[src/rtl/instruction_fetcher.sv]
// Instruction fetch stage: returns the instruction at the active warp's PC.
// Lookups go to a small direct-mapped cache. A miss issues a single
// program-memory read and fills the cache line when the data returns.
module instruction_fetcher #(
    parameter int PROGRAM_MEM_ADDR_BITS = 8,
    parameter int PROGRAM_MEM_DATA_BITS = 16,
    parameter int CACHE_LINES           = 4
) (
    input  logic                             clk,
    input  logic                             reset,
    input  logic [3:0]                       core_state,
    input  logic [PROGRAM_MEM_ADDR_BITS-1:0] current_pc,
    input  logic                             cache_invalidate,
    output logic                             mem_read_valid,
    output logic [PROGRAM_MEM_ADDR_BITS-1:0] mem_read_address,
    input  logic                             mem_read_ready,
    input  logic [PROGRAM_MEM_DATA_BITS-1:0] mem_read_data,
    output logic [2:0]                       fetcher_state,
    output logic [PROGRAM_MEM_DATA_BITS-1:0] instruction,
    output logic [15:0]                      hit_count,
    output logic [15:0]                      miss_count
);

    localparam int IDX_BITS = $clog2(CACHE_LINES);
    localparam int TAG_BITS = PROGRAM_MEM_ADDR_BITS - IDX_BITS;

    localparam logic [3:0] CORE_FETCH  = 4'b0001;
    localparam logic [3:0] CORE_DECODE = 4'b0010;

    typedef enum logic [2:0] {
        IDLE     = 3'b000,
        FETCHING = 3'b001,
        FETCHED  = 3'b010
    } fetch_state_e;

    fetch_state_e                       state_q;
    logic                               mem_read_valid_q;
    logic [PROGRAM_MEM_ADDR_BITS-1:0]   mem_read_address_q;
    logic [PROGRAM_MEM_DATA_BITS-1:0]   instruction_q;
    logic [15:0]                        hit_count_q;
    logic [15:0]                        miss_count_q;

    logic [CACHE_LINES-1:0]             valid_q;
    logic [TAG_BITS-1:0]                tag_q  [CACHE_LINES];
    logic [PROGRAM_MEM_DATA_BITS-1:0]   data_q [CACHE_LINES];

    logic [IDX_BITS-1:0]                lookup_idx;
    logic [TAG_BITS-1:0]                lookup_tag;
    logic [IDX_BITS-1:0]                fill_idx;
    logic [TAG_BITS-1:0]                fill_tag;
    logic                               lookup_hit;
    logic                               fill_en;
    logic [15:0]                        hit_count_d;
    logic [15:0]                        miss_count_d;

    // Cache lookup for the current PC, fill address decode and saturating counter increments.
    always_comb begin
        lookup_idx   = current_pc[IDX_BITS-1:0];
        lookup_tag   = current_pc[PROGRAM_MEM_ADDR_BITS-1:IDX_BITS];
        // The fill uses the latched request address, so later PC changes cannot redirect it.
        fill_idx     = mem_read_address_q[IDX_BITS-1:0];
        fill_tag     = mem_read_address_q[PROGRAM_MEM_ADDR_BITS-1:IDX_BITS];
        lookup_hit   = valid_q[lookup_idx] && (tag_q[lookup_idx] == lookup_tag);
        fill_en      = (state_q == FETCHING) && mem_read_ready;
        hit_count_d  = (hit_count_q == 16'hFFFF) ? hit_count_q : hit_count_q + 16'd1;
        miss_count_d = (miss_count_q == 16'hFFFF) ? miss_count_q : miss_count_q + 16'd1;
    end

    // Fetch FSM with its registered outputs and hit/miss counters.
    // NOTE: sequential state uses non-blocking assignments only, so every
    // register in this block sees the pre-edge value of every other register.
    always_ff @(posedge clk or posedge reset) begin
        if (reset) begin
            state_q            <= IDLE;
            mem_read_valid_q   <= 1'b0;
            mem_read_address_q <= '0;
            instruction_q      <= '0;
            hit_count_q        <= 16'd0;
            miss_count_q       <= 16'd0;
        end else begin
            case (state_q)
                IDLE: begin
                    if (core_state == CORE_FETCH) begin
                        if (lookup_hit) begin
                            instruction_q <= data_q[lookup_idx];
                            hit_count_q   <= hit_count_d;
                            state_q       <= FETCHED;
                        end else begin
                            mem_read_valid_q   <= 1'b1;
                            mem_read_address_q <= current_pc;
                            miss_count_q       <= miss_count_d;
                            state_q            <= FETCHING;
                        end
                    end
                end
                FETCHING: begin
                    if (mem_read_ready) begin
                        instruction_q    <= mem_read_data;
                        mem_read_valid_q <= 1'b0;
                        state_q          <= FETCHED;
                    end
                end
                FETCHED: begin
                    if (core_state == CORE_DECODE) begin
                        state_q <= IDLE;
                    end
                end
                default: begin
                    mem_read_valid_q <= 1'b0;
                    state_q          <= IDLE;
                end
            endcase
        end
    end

    // Line valid bits: invalidate clears all lines and overrides a coincident fill.
    always_ff @(posedge clk or posedge reset) begin
        if (reset) begin
            valid_q <= '0;
        end else if (cache_invalidate) begin
            valid_q <= '0;
        end else if (fill_en) begin
            valid_q[fill_idx] <= 1'b1;
        end
    end

    // Line tag and data storage, written on every fill.
    // NOTE: tags and data are not reset; a line's contents are only ever
    // read when its valid bit is set, and the valid bits are reset.
    always_ff @(posedge clk) begin
        if (fill_en) begin
            tag_q[fill_idx]  <= fill_tag;
            data_q[fill_idx] <= mem_read_data;
        end
    end

    assign mem_read_valid   = mem_read_valid_q;
    assign mem_read_address = mem_read_address_q;
    assign fetcher_state    = state_q;
    assign instruction      = instruction_q;
    assign hit_count        = hit_count_q;
    assign miss_count       = miss_count_q;

endmodule

[config.mk]
export PLATFORM = sky130hd
export DESIGN_NAME = instruction_fetcher
export DESIGN_NICKNAME = d
export VERILOG_FILES = /design/src/rtl/instruction_fetcher.sv
export SDC_FILE = /design/constraint.sdc
export NUM_CORES = 1
export LEC_CHECK = 0
export CORE_UTILIZATION = 40
export DETAILED_ROUTE_END_ITERATION = 7
export DONT_BUFFER_PORTS = 1
export PLACE_DENSITY = 0.59
export SLEW_MARGIN = 20
export SYNTH_ARGS = -nofsm -noshare
export SYNTH_HDL_FRONTEND = slang
export SYNTH_SLANG_ARGS = --single-unit
[constraint.sdc]
create_clock -name clk -period 3.75 [get_ports clk]
set_input_delay 0.375 -clock clk [delete_from_list [all_inputs] [get_ports clk]]
set_output_delay 0.375 -clock clk [all_outputs]
set_load 0.01 [all_outputs]
==> flow_summary.ini <==
[outcome]
outcome = complete, no violations

[timing]
fmax_ghz = 0.374
setup_viol_count_final = 0
period_share = 0.713
slew_headroom = 0.306
setup_tns_ns = 0
max_slew.worst_pin.slew_ns = 1.04
fin_crit_ns = 2.67
finalHoldViolCount = 0
skew_ns = 0.00737
worst_slack_ns = 1.08
rsz0062_at_grt = false
report.final.slew_viol_count = 0

[final_layout]
drive_gt1_frac = 0.266
final_cell_mix = edfxtp_1 (88), dfrtp_1 (63), mux2_2 (33)
layout_commonest_cell = edfxtp_1
layout.nets = 438
area_growth_pct = 15.1
nFillCells = 1321
instances_no_fill = 628
antenna_cells = 0
final_util = 0.475

[floorplan]
coreArea_sq_mm = 0.0154
start_util = 0.413
ioPinCount = 92
die_h_um = 128
die_area_sq_mm = 0.0164
rows = 45
die_w_um = 128

[placement]
dpl.hpwl_um = 7980
pre_cts_slack_ns = 0.895
placed_cells = 594
gp_congestion = 0.751
numPortBuffers = 0

[clocking]
h-tree-depth = 4
clkSinkCount = 151
postCtsHoldBufs = 2
clock_latency_ns = 0.42
post-cts-setup-buffers = 0
cts_buffer_depth = 2
cts_tree = built
cts_root_buf = clkbuf_16
cts_buffers = 17
postCtsResizedCells = 0
clkTransAtPathRegs_ns = 0.06

[worst_setup_path]
r2r_cells = 6
crit_fanout = 17
r2r_slack_ns = 1.08
critPathLaunchType = flop
crit_required_ns = 4.05
end_kind = flop
cp_slowest_cell = o21a_1
worstSetupEndpoint = instruction[2]$_DFFE_PP0P_
crit_start = tag_q[3][0]$_DFFE_PP_
r2r_end = instruction[2]$_DFFE_PP0P_
crit_chain = mux4_2 -> xnor2_1 -> o2111ai_1 -> a2111o_1 -> o21a_1 -> mux2_4
critical_path_arrival_ns = 2.98
r2r-start = tag_q[3][0]$_DFFE_PP_
critPathKind = reg2reg
max_stage_delay_ns = 0.57

[grt]
grt_antenna_before_repair = 0
grt-ovfl-total = 0
grt_max_degree = 35
grt_pass1_wl_um = 19400
grt_usage = 0.163
grt_pass1_vias = 3505

[routing]
drt_iter0_markers = 134
via_count = 3330
post-route-drc-count = 0
ant_nets = 0
vias_per_cell = 5.30
finalWirelength_um = 12100
dr.pass1.iters = 5
wl_per_cell_um = 19.3

[logic_synthesis]
syn_nets = 428
ys_seq_area_frac = 0.664
ys_types = 46
syn_area_per_cell_sq_um = 16.1
netlist_instances = 394
yosys_warnings = 0
synth_seq_cells = 151
synth_edf_count = 88
synth_area_sq_mm = 0.00635
synthArstFlopShare = 0.417
ys.flop_type = edfxtp_1

[run]
maxCapViolations = 0

[power]
peakVddDrop_uv = 318
p_per_area_mw_per_mm2 = 606
power_w = 0.00443
p_leak_nw = 2.79

[hold_path]
hold_class = in2reg
hp-start = mem_read_data[1]
worstHoldPathCells = 0
==> routing by layer <==
layer	track usage	wire [um]
met1	0.188	4970
met2	0.264	6080
met3	0.0801	952
met4	0.0519	139
met5	0	0
==> layout make-up <==
| class | count | area [sq um] | share of cell area |
|---|---|---|---|
| clock inverter | 14 | 221 | 0.0303 |
| clock buffer | 18 | 439 | 0.0601 |
| timing repair buffer | 10 | 105 | 0.0144 |
| sequential | 151 | 4220 | 0.577 |
| tap | 211 | 264 | 0.0361 |
| multi-input combinational | 220 | 2040 | 0.280 |
| inverter | 4 | 15.0 | 0.00206 |
==> sequential cells by signal, summed over array words and instances (netlist names) <==
register / cells
data_q: 64
fetcher_state: 2
hit_count: 16
instruction: 16
mem_read_address: 8
mem_read_valid: 1
miss_count: 16
tag_q: 24
valid_q: 4
==> report_power, final <==
group / internal (W) / switching [W] / total (W)
clock: 0.00121 / 0.000678 / 0.00188
sequential: 0.00197 / 0.000250 / 0.00222
combinational: 0.000207 / 0.000116 / 0.000322
==> worst max-delay path, delay by kind of cell (launching register included) <==
family,cells,cell delay (ns)
xor+xnor,1,0.15
flops,1,0.36
compound gates,3,1.10
mux,2,0.94
==> cells by family after synthesis <==
group,Yosys count,synth area share
adder cells (fa/ha/maj),2,0.00394
multiplexers,70,0.161
AO/OA/AOI/OAI,16,0.0201
AND/OR/NAND/NOR,98,0.0869
other,1,0.000591
XOR/XNOR,33,0.0455
flip-flops,151,0.664
buffers and inverters,23,0.0171
==> cells in the mapped netlist (9+ instances only) <==
library cell | number | share of area
edfxtp_1 | 88 | 0.42
dfrtp_1 | 63 | 0.25
mux2_2 | 33 | 0.059
mux4_2 | 19 | 0.067
xnor2_1 | 19 | 0.026
nor2_1 | 18 | 0.011
nand3_1 | 16 | 0.013
xor2_1 | 14 | 0.019
nand2_1 | 12 | 0.0071
and3_1 | 11 | 0.011
nand4_1 | 10 | 0.0099
clkbuf_1 | 9 | 0.0053
mux2_4 | 9 | 0.021
mux2i_1 | 9 | 0.014
==> how the worst min path moves through the flow <==
stage | slack, ns | endpoint
5_1_grt | 0.02 | data_q[0][0]$_DFFE_PP_
2_1_floorplan | 0.44 | valid_q[0]$_DFFE_PP0P_
3_5_place_dp | 0.43 | miss_count[7]$_DFFE_PP0P_
6_report | 0.05 | data_q[3][1]$_DFFE_PP_
3_3_place_gp | 0.42 | miss_count[8]$_DFFE_PP0P_
4_1_cts | 0.03 | data_q[1][10]$_DFFE_PP_
==> stage by stage <==
| step | cell area (sq um) | hold slack (ns) |
|---|---|---|
| CTS | 7310 | 0.0276 |
| global placement | 6630 | 0.425 |
| finish | 7310 | 0.0490 |
| global route | 7310 | 0.0177 |
| detailed placement | 6630 | 0.432 |
| floorplan | 6350 | 0.441 |
Note: power is estimated with default switching activity, not from simulation.
